### src/rtl/ddr_ps2_pkg.sv
// Shared constants for the PS/2 keyboard input path: prefix bytes, default
// scancodes, frame FSM encoding and the frame parity helper.
package ddr_ps2_pkg;

  localparam logic [7:0] SC_E0 = 8'hE0;
  localparam logic [7:0] SC_F0 = 8'hF0;

  localparam logic [7:0] DEF_SC_LV1  = 8'h16;
  localparam logic [7:0] DEF_SC_LV2  = 8'h1E;
  localparam logic [7:0] DEF_SC_LV3  = 8'h26;
  localparam logic [7:0] DEF_SC_DIFF = 8'h23;
  localparam logic [7:0] DEF_SC_MID  = 8'h5A;
  localparam logic [7:0] DEF_SC_UP   = 8'h75;
  localparam logic [7:0] DEF_SC_DN   = 8'h72;
  localparam logic [7:0] DEF_SC_LF   = 8'h6B;
  localparam logic [7:0] DEF_SC_RT   = 8'h74;

  localparam logic [1:0] ST_IDLE   = 2'd0;
  localparam logic [1:0] ST_DATA   = 2'd1;
  localparam logic [1:0] ST_PARITY = 2'd2;
  localparam logic [1:0] ST_STOP   = 2'd3;

  // PS/2 uses odd parity: data bits plus parity bit must hold an odd count of ones.
  function automatic logic odd_parity_ok(input logic [7:0] data, input logic par);
    return ^{data, par};
  endfunction

endpackage

### src/rtl/ps2_rx_frame.sv
// PS/2 frame receiver: synchronizes and deglitches the raw lines, then shifts
// in start/data/parity/stop bits on each filtered falling clock edge.
module ps2_rx_frame
  import ddr_ps2_pkg::*;
#(
  parameter int FILTER_LEN  = 8,
  parameter int TIMEOUT_CYC = 20000
) (
  input  logic       clk,
  input  logic       rst,
  input  logic       ps2_clk,
  input  logic       ps2_data,
  output logic [7:0] data_byte,
  output logic       byte_valid,
  output logic       frame_err
);

  localparam int FW = $clog2(FILTER_LEN + 1);
  localparam int TW = $clog2(TIMEOUT_CYC + 1);
  localparam logic [FW-1:0] FILT_LAST = FW'(FILTER_LEN - 1);
  localparam logic [TW-1:0] TMO_LAST  = TW'(TIMEOUT_CYC - 1);

  logic [1:0]    clk_sync_r;
  logic [1:0]    data_sync_r;
  logic [FW-1:0] filt_cnt_r;
  logic          filt_clk_r;
  logic          filt_prev_r;
  logic          sample_s;
  logic          din_s;
  logic [1:0]    state_r;
  logic [1:0]    state_s;
  logic [2:0]    bit_cnt_r;
  logic [7:0]    shift_r;
  logic          par_ok_r;
  logic [TW-1:0] tmo_cnt_r;
  logic          timeout_s;
  logic          byte_valid_s;
  logic          frame_err_s;
  logic          byte_valid_r;
  logic          frame_err_r;
  logic [7:0]    byte_r;

  // Two-flop synchronizers; idle lines are high, so reset to 1.
  always_ff @(posedge clk or posedge rst) begin
    if (rst) begin
      clk_sync_r  <= 2'b11;
      data_sync_r <= 2'b11;
    end else begin
      clk_sync_r  <= {clk_sync_r[0], ps2_clk};
      data_sync_r <= {data_sync_r[0], ps2_data};
    end
  end

  // Glitch filter: accept a new clock level only after FILTER_LEN agreeing samples.
  always_ff @(posedge clk or posedge rst) begin
    if (rst) begin
      filt_cnt_r  <= {FW{1'b0}};
      filt_clk_r  <= 1'b1;
      filt_prev_r <= 1'b1;
    end else begin
      filt_prev_r <= filt_clk_r;
      if (clk_sync_r[1] != filt_clk_r) begin
        if (filt_cnt_r == FILT_LAST) begin
          filt_clk_r <= clk_sync_r[1];
          filt_cnt_r <= {FW{1'b0}};
        end else begin
          filt_cnt_r <= filt_cnt_r + FW'(1);
        end
      end else begin
        filt_cnt_r <= {FW{1'b0}};
      end
    end
  end

  assign sample_s  = filt_prev_r & ~filt_clk_r;
  assign din_s     = data_sync_r[1];
  assign timeout_s = (state_r != ST_IDLE) && !sample_s && (tmo_cnt_r == TMO_LAST);

  // Counts idle clk cycles inside a frame; restarts on every sample point.
  always_ff @(posedge clk or posedge rst) begin
    if (rst) begin
      tmo_cnt_r <= {TW{1'b0}};
    end else if (state_r == ST_IDLE || sample_s || timeout_s) begin
      tmo_cnt_r <= {TW{1'b0}};
    end else begin
      tmo_cnt_r <= tmo_cnt_r + TW'(1);
    end
  end

  // Frame FSM state register.
  always_ff @(posedge clk or posedge rst) begin
    if (rst) begin
      state_r <= ST_IDLE;
    end else begin
      state_r <= state_s;
    end
  end

  // Frame FSM next-state logic.
  always_comb begin
    state_s = state_r;
    case (state_r)
      ST_IDLE: begin
        if (sample_s && !din_s) state_s = ST_DATA;
        else                    state_s = ST_IDLE;
      end
      ST_DATA: begin
        if (timeout_s)                          state_s = ST_IDLE;
        else if (sample_s && bit_cnt_r == 3'd7) state_s = ST_PARITY;
        else                                    state_s = ST_DATA;
      end
      ST_PARITY: begin
        if (timeout_s)     state_s = ST_IDLE;
        else if (sample_s) state_s = ST_STOP;
        else               state_s = ST_PARITY;
      end
      ST_STOP: begin
        if (timeout_s || sample_s) state_s = ST_IDLE;
        else                       state_s = ST_STOP;
      end
      default: state_s = ST_IDLE;
    endcase
  end

  // Frame FSM outputs: good frame or error at the stop sample, start error, timeout.
  always_comb begin
    byte_valid_s = 1'b0;
    frame_err_s  = timeout_s;
    case (state_r)
      ST_IDLE: begin
        if (sample_s && din_s) frame_err_s = 1'b1;
        else                   frame_err_s = timeout_s;
      end
      ST_STOP: begin
        if (sample_s) begin
          byte_valid_s = din_s & par_ok_r;
          frame_err_s  = ~(din_s & par_ok_r);
        end else begin
          byte_valid_s = 1'b0;
          frame_err_s  = timeout_s;
        end
      end
      default: begin
        byte_valid_s = 1'b0;
        frame_err_s  = timeout_s;
      end
    endcase
  end

  // Bit datapath: LSB-first shift register, bit counter, parity verdict.
  always_ff @(posedge clk or posedge rst) begin
    if (rst) begin
      bit_cnt_r <= 3'd0;
      shift_r   <= 8'h00;
      par_ok_r  <= 1'b0;
    end else if (sample_s) begin
      case (state_r)
        ST_IDLE:   bit_cnt_r <= 3'd0;
        ST_DATA: begin
          shift_r   <= {din_s, shift_r[7:1]};
          bit_cnt_r <= bit_cnt_r + 3'd1;
        end
        ST_PARITY: par_ok_r <= odd_parity_ok(shift_r, din_s);
        default:   bit_cnt_r <= bit_cnt_r;
      endcase
    end
  end

  // Output registers.
  always_ff @(posedge clk or posedge rst) begin
    if (rst) begin
      byte_valid_r <= 1'b0;
      frame_err_r  <= 1'b0;
      byte_r       <= 8'h00;
    end else begin
      byte_valid_r <= byte_valid_s;
      frame_err_r  <= frame_err_s;
      if (byte_valid_s) byte_r <= shift_r;
    end
  end

  assign data_byte  = byte_r;
  assign byte_valid = byte_valid_r;
  assign frame_err  = frame_err_r;

endmodule

### src/rtl/ps2_key_decoder.sv
// PS/2 scancode decoder: tracks E0/F0 prefixes and turns make/break codes of
// the mapped keys into held-key levels for the menu and gameplay logic.
module ps2_key_decoder
  import ddr_ps2_pkg::*;
#(
  parameter int         FILTER_LEN  = 8,
  parameter int         TIMEOUT_CYC = 20000,
  parameter logic [7:0] SC_LV1      = DEF_SC_LV1,
  parameter logic [7:0] SC_LV2      = DEF_SC_LV2,
  parameter logic [7:0] SC_LV3      = DEF_SC_LV3,
  parameter logic [7:0] SC_DIFF     = DEF_SC_DIFF,
  parameter logic [7:0] SC_MID      = DEF_SC_MID,
  parameter logic [7:0] SC_UP       = DEF_SC_UP,
  parameter logic [7:0] SC_DN       = DEF_SC_DN,
  parameter logic [7:0] SC_LF       = DEF_SC_LF,
  parameter logic [7:0] SC_RT       = DEF_SC_RT
) (
  input  logic       clk,
  input  logic       rst,
  input  logic       ps2_clk,
  input  logic       ps2_data,
  output logic       keyPressed,
  output logic       btnLV1,
  output logic       btnLV2,
  output logic       btnLV3,
  output logic       btnCHGDIFF,
  output logic       btnMID,
  output logic       btnU,
  output logic       btnD,
  output logic       btnL,
  output logic       btnR,
  output logic       key_event,
  output logic [7:0] code,
  output logic       code_valid,
  output logic       frame_err
);

  localparam int K_LV1 = 0;
  localparam int K_LV2 = 1;
  localparam int K_LV3 = 2;
  localparam int K_DIF = 3;
  localparam int K_MID = 4;
  localparam int K_UP  = 5;
  localparam int K_DN  = 6;
  localparam int K_LF  = 7;
  localparam int K_RT  = 8;

  logic [7:0] rx_byte_s;
  logic       rx_valid_s;
  logic       rx_err_s;
  logic [8:0] mask_s;
  logic [8:0] held_s;
  logic       ext_s;
  logic       brk_s;
  logic       event_s;
  logic [8:0] held_r;
  logic       ext_r;
  logic       brk_r;
  logic       key_pressed_r;
  logic       key_event_r;
  logic [7:0] code_r;
  logic       code_valid_r;

  ps2_rx_frame #(
    .FILTER_LEN (FILTER_LEN),
    .TIMEOUT_CYC(TIMEOUT_CYC)
  ) u_rx (
    .clk       (clk),
    .rst       (rst),
    .ps2_clk   (ps2_clk),
    .ps2_data  (ps2_data),
    .data_byte (rx_byte_s),
    .byte_valid(rx_valid_s),
    .frame_err (rx_err_s)
  );

  // Map (ext, byte) to a one-hot held-key mask; unmapped codes give zero.
  always_comb begin
    mask_s = 9'd0;
    if (ext_r) begin
      case (rx_byte_s)
        SC_UP:   mask_s[K_UP] = 1'b1;
        SC_DN:   mask_s[K_DN] = 1'b1;
        SC_LF:   mask_s[K_LF] = 1'b1;
        SC_RT:   mask_s[K_RT] = 1'b1;
        default: mask_s = 9'd0;
      endcase
    end else begin
      case (rx_byte_s)
        SC_LV1:  mask_s[K_LV1] = 1'b1;
        SC_LV2:  mask_s[K_LV2] = 1'b1;
        SC_LV3:  mask_s[K_LV3] = 1'b1;
        SC_DIFF: mask_s[K_DIF] = 1'b1;
        SC_MID:  mask_s[K_MID] = 1'b1;
        default: mask_s = 9'd0;
      endcase
    end
  end

  // Prefix tracking and held-bit update; a frame error drops pending prefixes.
  always_comb begin
    held_s  = held_r;
    ext_s   = ext_r;
    brk_s   = brk_r;
    event_s = 1'b0;
    if (rx_err_s) begin
      ext_s = 1'b0;
      brk_s = 1'b0;
    end else if (rx_valid_s) begin
      if (rx_byte_s == SC_E0) begin
        ext_s = 1'b1;
      end else if (rx_byte_s == SC_F0) begin
        brk_s = 1'b1;
      end else begin
        ext_s = 1'b0;
        brk_s = 1'b0;
        if (brk_r) begin
          held_s = held_r & ~mask_s;
        end else begin
          held_s  = held_r | mask_s;
          event_s = |(mask_s & ~held_r);
        end
      end
    end else begin
      held_s = held_r;
    end
  end

  // Decoder state and output registers.
  always_ff @(posedge clk or posedge rst) begin
    if (rst) begin
      held_r        <= 9'd0;
      ext_r         <= 1'b0;
      brk_r         <= 1'b0;
      key_pressed_r <= 1'b0;
      key_event_r   <= 1'b0;
      code_r        <= 8'h00;
      code_valid_r  <= 1'b0;
    end else begin
      held_r        <= held_s;
      ext_r         <= ext_s;
      brk_r         <= brk_s;
      key_pressed_r <= |held_s;
      key_event_r   <= event_s;
      code_valid_r  <= rx_valid_s;
      if (rx_valid_s) code_r <= rx_byte_s;
    end
  end

  assign keyPressed = key_pressed_r;
  assign btnLV1     = held_r[K_LV1];
  assign btnLV2     = held_r[K_LV2];
  assign btnLV3     = held_r[K_LV3];
  assign btnCHGDIFF = held_r[K_DIF];
  assign btnMID     = held_r[K_MID];
  assign btnU       = held_r[K_UP];
  assign btnD       = held_r[K_DN];
  assign btnL       = held_r[K_LF];
  assign btnR       = held_r[K_RT];
  assign key_event  = key_event_r;
  assign code       = code_r;
  assign code_valid = code_valid_r;
  assign frame_err  = rx_err_s;

endmodule
### config.mk
export PLATFORM = sky130hd
export DESIGN_NAME = ps2_key_decoder
export DESIGN_NICKNAME = d
export VERILOG_FILES = /design/src/rtl/ddr_ps2_pkg.sv /design/src/rtl/ps2_rx_frame.sv /design/src/rtl/ps2_key_decoder.sv
export SDC_FILE = /design/constraint.sdc
export NUM_CORES = 1
export LEC_CHECK = 0
export CORE_MARGIN = 2
export CORE_UTILIZATION = 55
export CTS_BUF_LIST = sky130_fd_sc_hd__clkbuf_8
export CTS_CLUSTER_SIZE = 25
export DETAILED_ROUTE_END_ITERATION = 8
export MAX_ROUTING_LAYER = met4
export PLACE_DENSITY = 0.88
export SLEW_MARGIN = 40
export SYNTH_ARGS = -nofsm -noshare
export SYNTH_HDL_FRONTEND = slang
export SYNTH_SLANG_ARGS = --single-unit
### constraint.sdc
create_clock -name clk -period 4.3 [get_ports clk]
set_input_delay 0.86 -clock clk [delete_from_list [all_inputs] [get_ports clk]]
set_output_delay 0.86 -clock clk [all_outputs]
set_load 0.01 [all_outputs]
==> summary.txt <==
sequential share of the synthesized area - 0.524
fmax - 0.444 GHz
gr usage total - 0.223
EDFF count, synth - 0
CP startpoint kind - register
Final min period - 2.25 ns
Pre-antenna DRT Iters - 5
crit path cell chain - nor4b_4 > a21o_2 > o31ai_1 > o21bai_1 > or4b_1
WHS Endpoint - u_rx.clk_sync_r[1]$_DFF_PP1_
flops & latches, synth - 71
critical path data arrival time - 2.46 ns
hold path start - u_rx.clk_sync_r[0]$_DFF_PP1_
Max Cap Viol - 0
total number of vias - 2423
status - completed
port bufs - 24
chip height - 82.7 um
postcts setup bufs - 0
number of buffers and inverters on the critical path - 0
Clock Pin Slew Worst Setup and Hold Paths - 0.07 ns
Placement Setup Slack - 2.07 ns
maximum VDD drop - 0.260 mV
slowest cell delay on critical path - 0.52 ns
post-synthesis cell type count - 49
R2R depth - 5
FF-to-FF setup slack - 2.05 ns
crit path from - u_rx.data_byte[0]$_DFFE_PP0P_
CORE AREA - 0.00596 mm2
CTS Buf Count - 9
CP Data Required Time - 4.51 ns
Max Buffers Root-to-Sink - 2
CTS Sinks - 71
Skew-Pair Late Insertion Delay - 0.34 ns
Crit Reg-Reg Endpoint - keyPressed$_DFF_PP0_
H-Tree Depth - 3
# rows - 28
via density per instance - 5.81
vias in the first global route - 2362
drt wl/cell - 15.5 um
Nets - 349
total power - 0.00142 W
Layout Skew - 0.00670 ns
Hold Path Stages - 0
cts-stage hold buffer count - 0
Syn Std Cell Area - 0.00341 mm2
GP Congestion - 0.888
Final Hold Viols - 0
leak pwr - 1.73 nW
DRT Wirelength - 6.46 mm
Area growth, synth to finish - 14.8%
Detailed Route Iter0 Violations - 92
Top FF cell, synth - dfrtp_1
root buffer cell - clkbuf_8
share of synthesized flip-flops with an asynchronous set or reset - 1.00
CP delay by family, top - simple AND/OR/NAND/NOR gates
placed cell count - 401
final std cells w/o fill - 417
Worst Max-Slew Pin Slew - 0.681 ns
setup violators final - 0
Antenna Nets Post-Route - 0
final period utilization - 0.524
HP Class - reg2reg
R2R Path Start - u_rx.data_byte[0]$_DFFE_PP0P_
CP Class - reg2reg
share of cells above drive strength 1 - 0.155
total congestion overflow - 0
full die area - 0.00684 mm2
DR DRC count - 0
Power Dens Cells - 363 mW/mm2
Synth Area per Inst - 11.0 um2
largest net degree at the start of global routing - 58
Ys Warns - 0
final worst slack - 2.05 ns
Final HPWL DP - 4.52 mm
Net Count, Synth - 323
initial antenna violation count - 0
critical path's slowest cell - dfrtp_1
Post-CTS Resized - 0
Initial Util - 0.572
Die W - 82.7 um
first-pass GRT wire length - 11.0 mm
RSZ-0062 raised after global routing - no
cell count after synthesis - 311
Slew headroom - 0.546
num ports - 25
CTS tree - done
setup tns final - 0 ns
ANT cells - 0
max-slew violation count - 0
Worst Setup End Kind - register
CP max FO - 17
-- state kept, by name (all words and copies together) (netlist names), 2 cells and up --
register / flops
u_rx.tmo_cnt_r: 15
held_r: 9
code: 8
u_rx.data_byte: 8
u_rx.shift_r: 8
u_rx.filt_cnt_r: 4
u_rx.bit_cnt_r: 3
u_rx.clk_sync_r: 2
u_rx.data_sync_r: 2
u_rx.state_r: 2
-- stage by stage --
step	hold WS [ns]	util	area, um2
floorplan	0.345	-	3410
global placement	0.346	0.621	3700
detailed placement	0.348	0.621	3700
CTS	0.358	0.657	3910
global route	0.366	0.657	3910
finish	0.357	0.657	3910
-- worst reg2reg max path: cells and delay by family, from the launching register on --
family | cells | cell delay (ns)
flops | 1 | 0.52
compound gates | 3 | 0.70
simple gates | 2 | 0.91
-- cells in the final DEF (no fill, tap or decap), types with 2 or more instances in the layout --
cell type / instances
and4b_1: 3
nand2_1: 26
mux2_2: 26
a22o_1: 2
o31ai_1: 5
nand2b_1: 2
nor4_1: 2
nand4b_1: 2
nand3_1: 11
xor2_1: 10
dfstp_2: 6
nor3b_1: 2
clkinv_2: 2
mux2i_1: 3
clkdlybuf4s50_1: 24
ha_1: 8
a21o_1: 2
nor3_1: 10
nor2_1: 26
o22ai_1: 3
nor2b_1: 7
a22oi_1: 2
a211oi_1: 3
a21oi_1: 8
and3_1: 4
o211ai_1: 2
dfrtp_1: 65
and3b_1: 3
clkbuf_8: 12
o21ai_0: 12
a31oi_1: 2
nand4_1: 4
inv_1: 12
xnor2_1: 13
-- where the power goes --
| part | internal (W) | switching [W] | leakage, nW |
|---|---|---|---|
| Clock | 0.000311 | 0.000236 | 0.114 |
| Sequential | 0.000706 | 0.0000275 | 0.968 |
| Combinational | 0.0000553 | 0.0000810 | 0.645 |
| Total | 0.00107 | 0.000345 | 1.73 |
-- cells by family after synthesis --
group | count (synthesis) | synth area share
adders and majority gates | 8 | 0.0294
AOI/OAI and AO/OA | 49 | 0.0944
DFF | 71 | 0.524
buffers and inverters | 22 | 0.0276
muxes | 29 | 0.0948
and+or+nand+nor | 109 | 0.171
xor gates and xnor gates | 23 | 0.0591
-- how the worst max path moves through the flow --
stage	slack (ns)	to	depth (start not counted)
5_1_grt	1.84	keyPressed$_DFF_PP0_	6
4_1_cts	2.06	keyPressed$_DFF_PP0_	5
2_1_floorplan	1.65	brk_r$_DFFE_PP0P_	1
6_report	2.05	keyPressed$_DFF_PP0_	5
3_5_place_dp	2.07	keyPressed$_DFF_PP0_	5
3_3_place_gp	1.94	u_rx.state_r[0]$_DFF_PP0_	3
-- cells in the mapped netlist, drive strengths merged (2+ instances only) --
library cell | number | area share
clkbuf | 8 | 0.0088
inv | 12 | 0.013
xor2 | 10 | 0.026
o22ai | 3 | 0.0055
nor3b | 2 | 0.0044
a21oi | 8 | 0.012
mux2i | 3 | 0.0088
a31oi | 2 | 0.0037
and3 | 4 | 0.0073
nand4b | 2 | 0.0051
a22oi | 2 | 0.0044
nor2b | 7 | 0.013
and4b | 3 | 0.0088
nand2b | 2 | 0.0037
nor4 | 2 | 0.0037
o21ai | 13 | 0.019
and3b | 3 | 0.0077
o31ai | 5 | 0.011
xnor2 | 13 | 0.033
nand3 | 12 | 0.019
dfstp | 6 | 0.046
nor4b | 2 | 0.0096
buf | 2 | 0.0055
nand4 | 4 | 0.0073
nor3 | 10 | 0.015
nor2 | 26 | 0.029
a21o | 3 | 0.0070
nand2 | 26 | 0.029
a211oi | 3 | 0.0066
ha | 8 | 0.029
o211ai | 2 | 0.0044
dfrtp | 65 | 0.48
a22o | 2 | 0.0051
mux2 | 26 | 0.086
-- final cells by class --
class                           count  area (um2)
Multi-Input combinational cell    218        1530
Timing Repair Buffer               25         248
Sequential cell                    71        1780
Fill cell                         460        2050
Inverter                           12        47.5
Clock inverter                      4        43.8
Clock buffer                       12         165
Tap cell                           75        93.8
-- per-layer routing --
metal  wire (um)  share of wire  track usage
met1        2750           0.43        0.257
met3         337          0.052       0.0641
met2        3260           0.50        0.360
met5           0              0            -
met4         114          0.018        0.107
(Power assumes the default switching activity.)
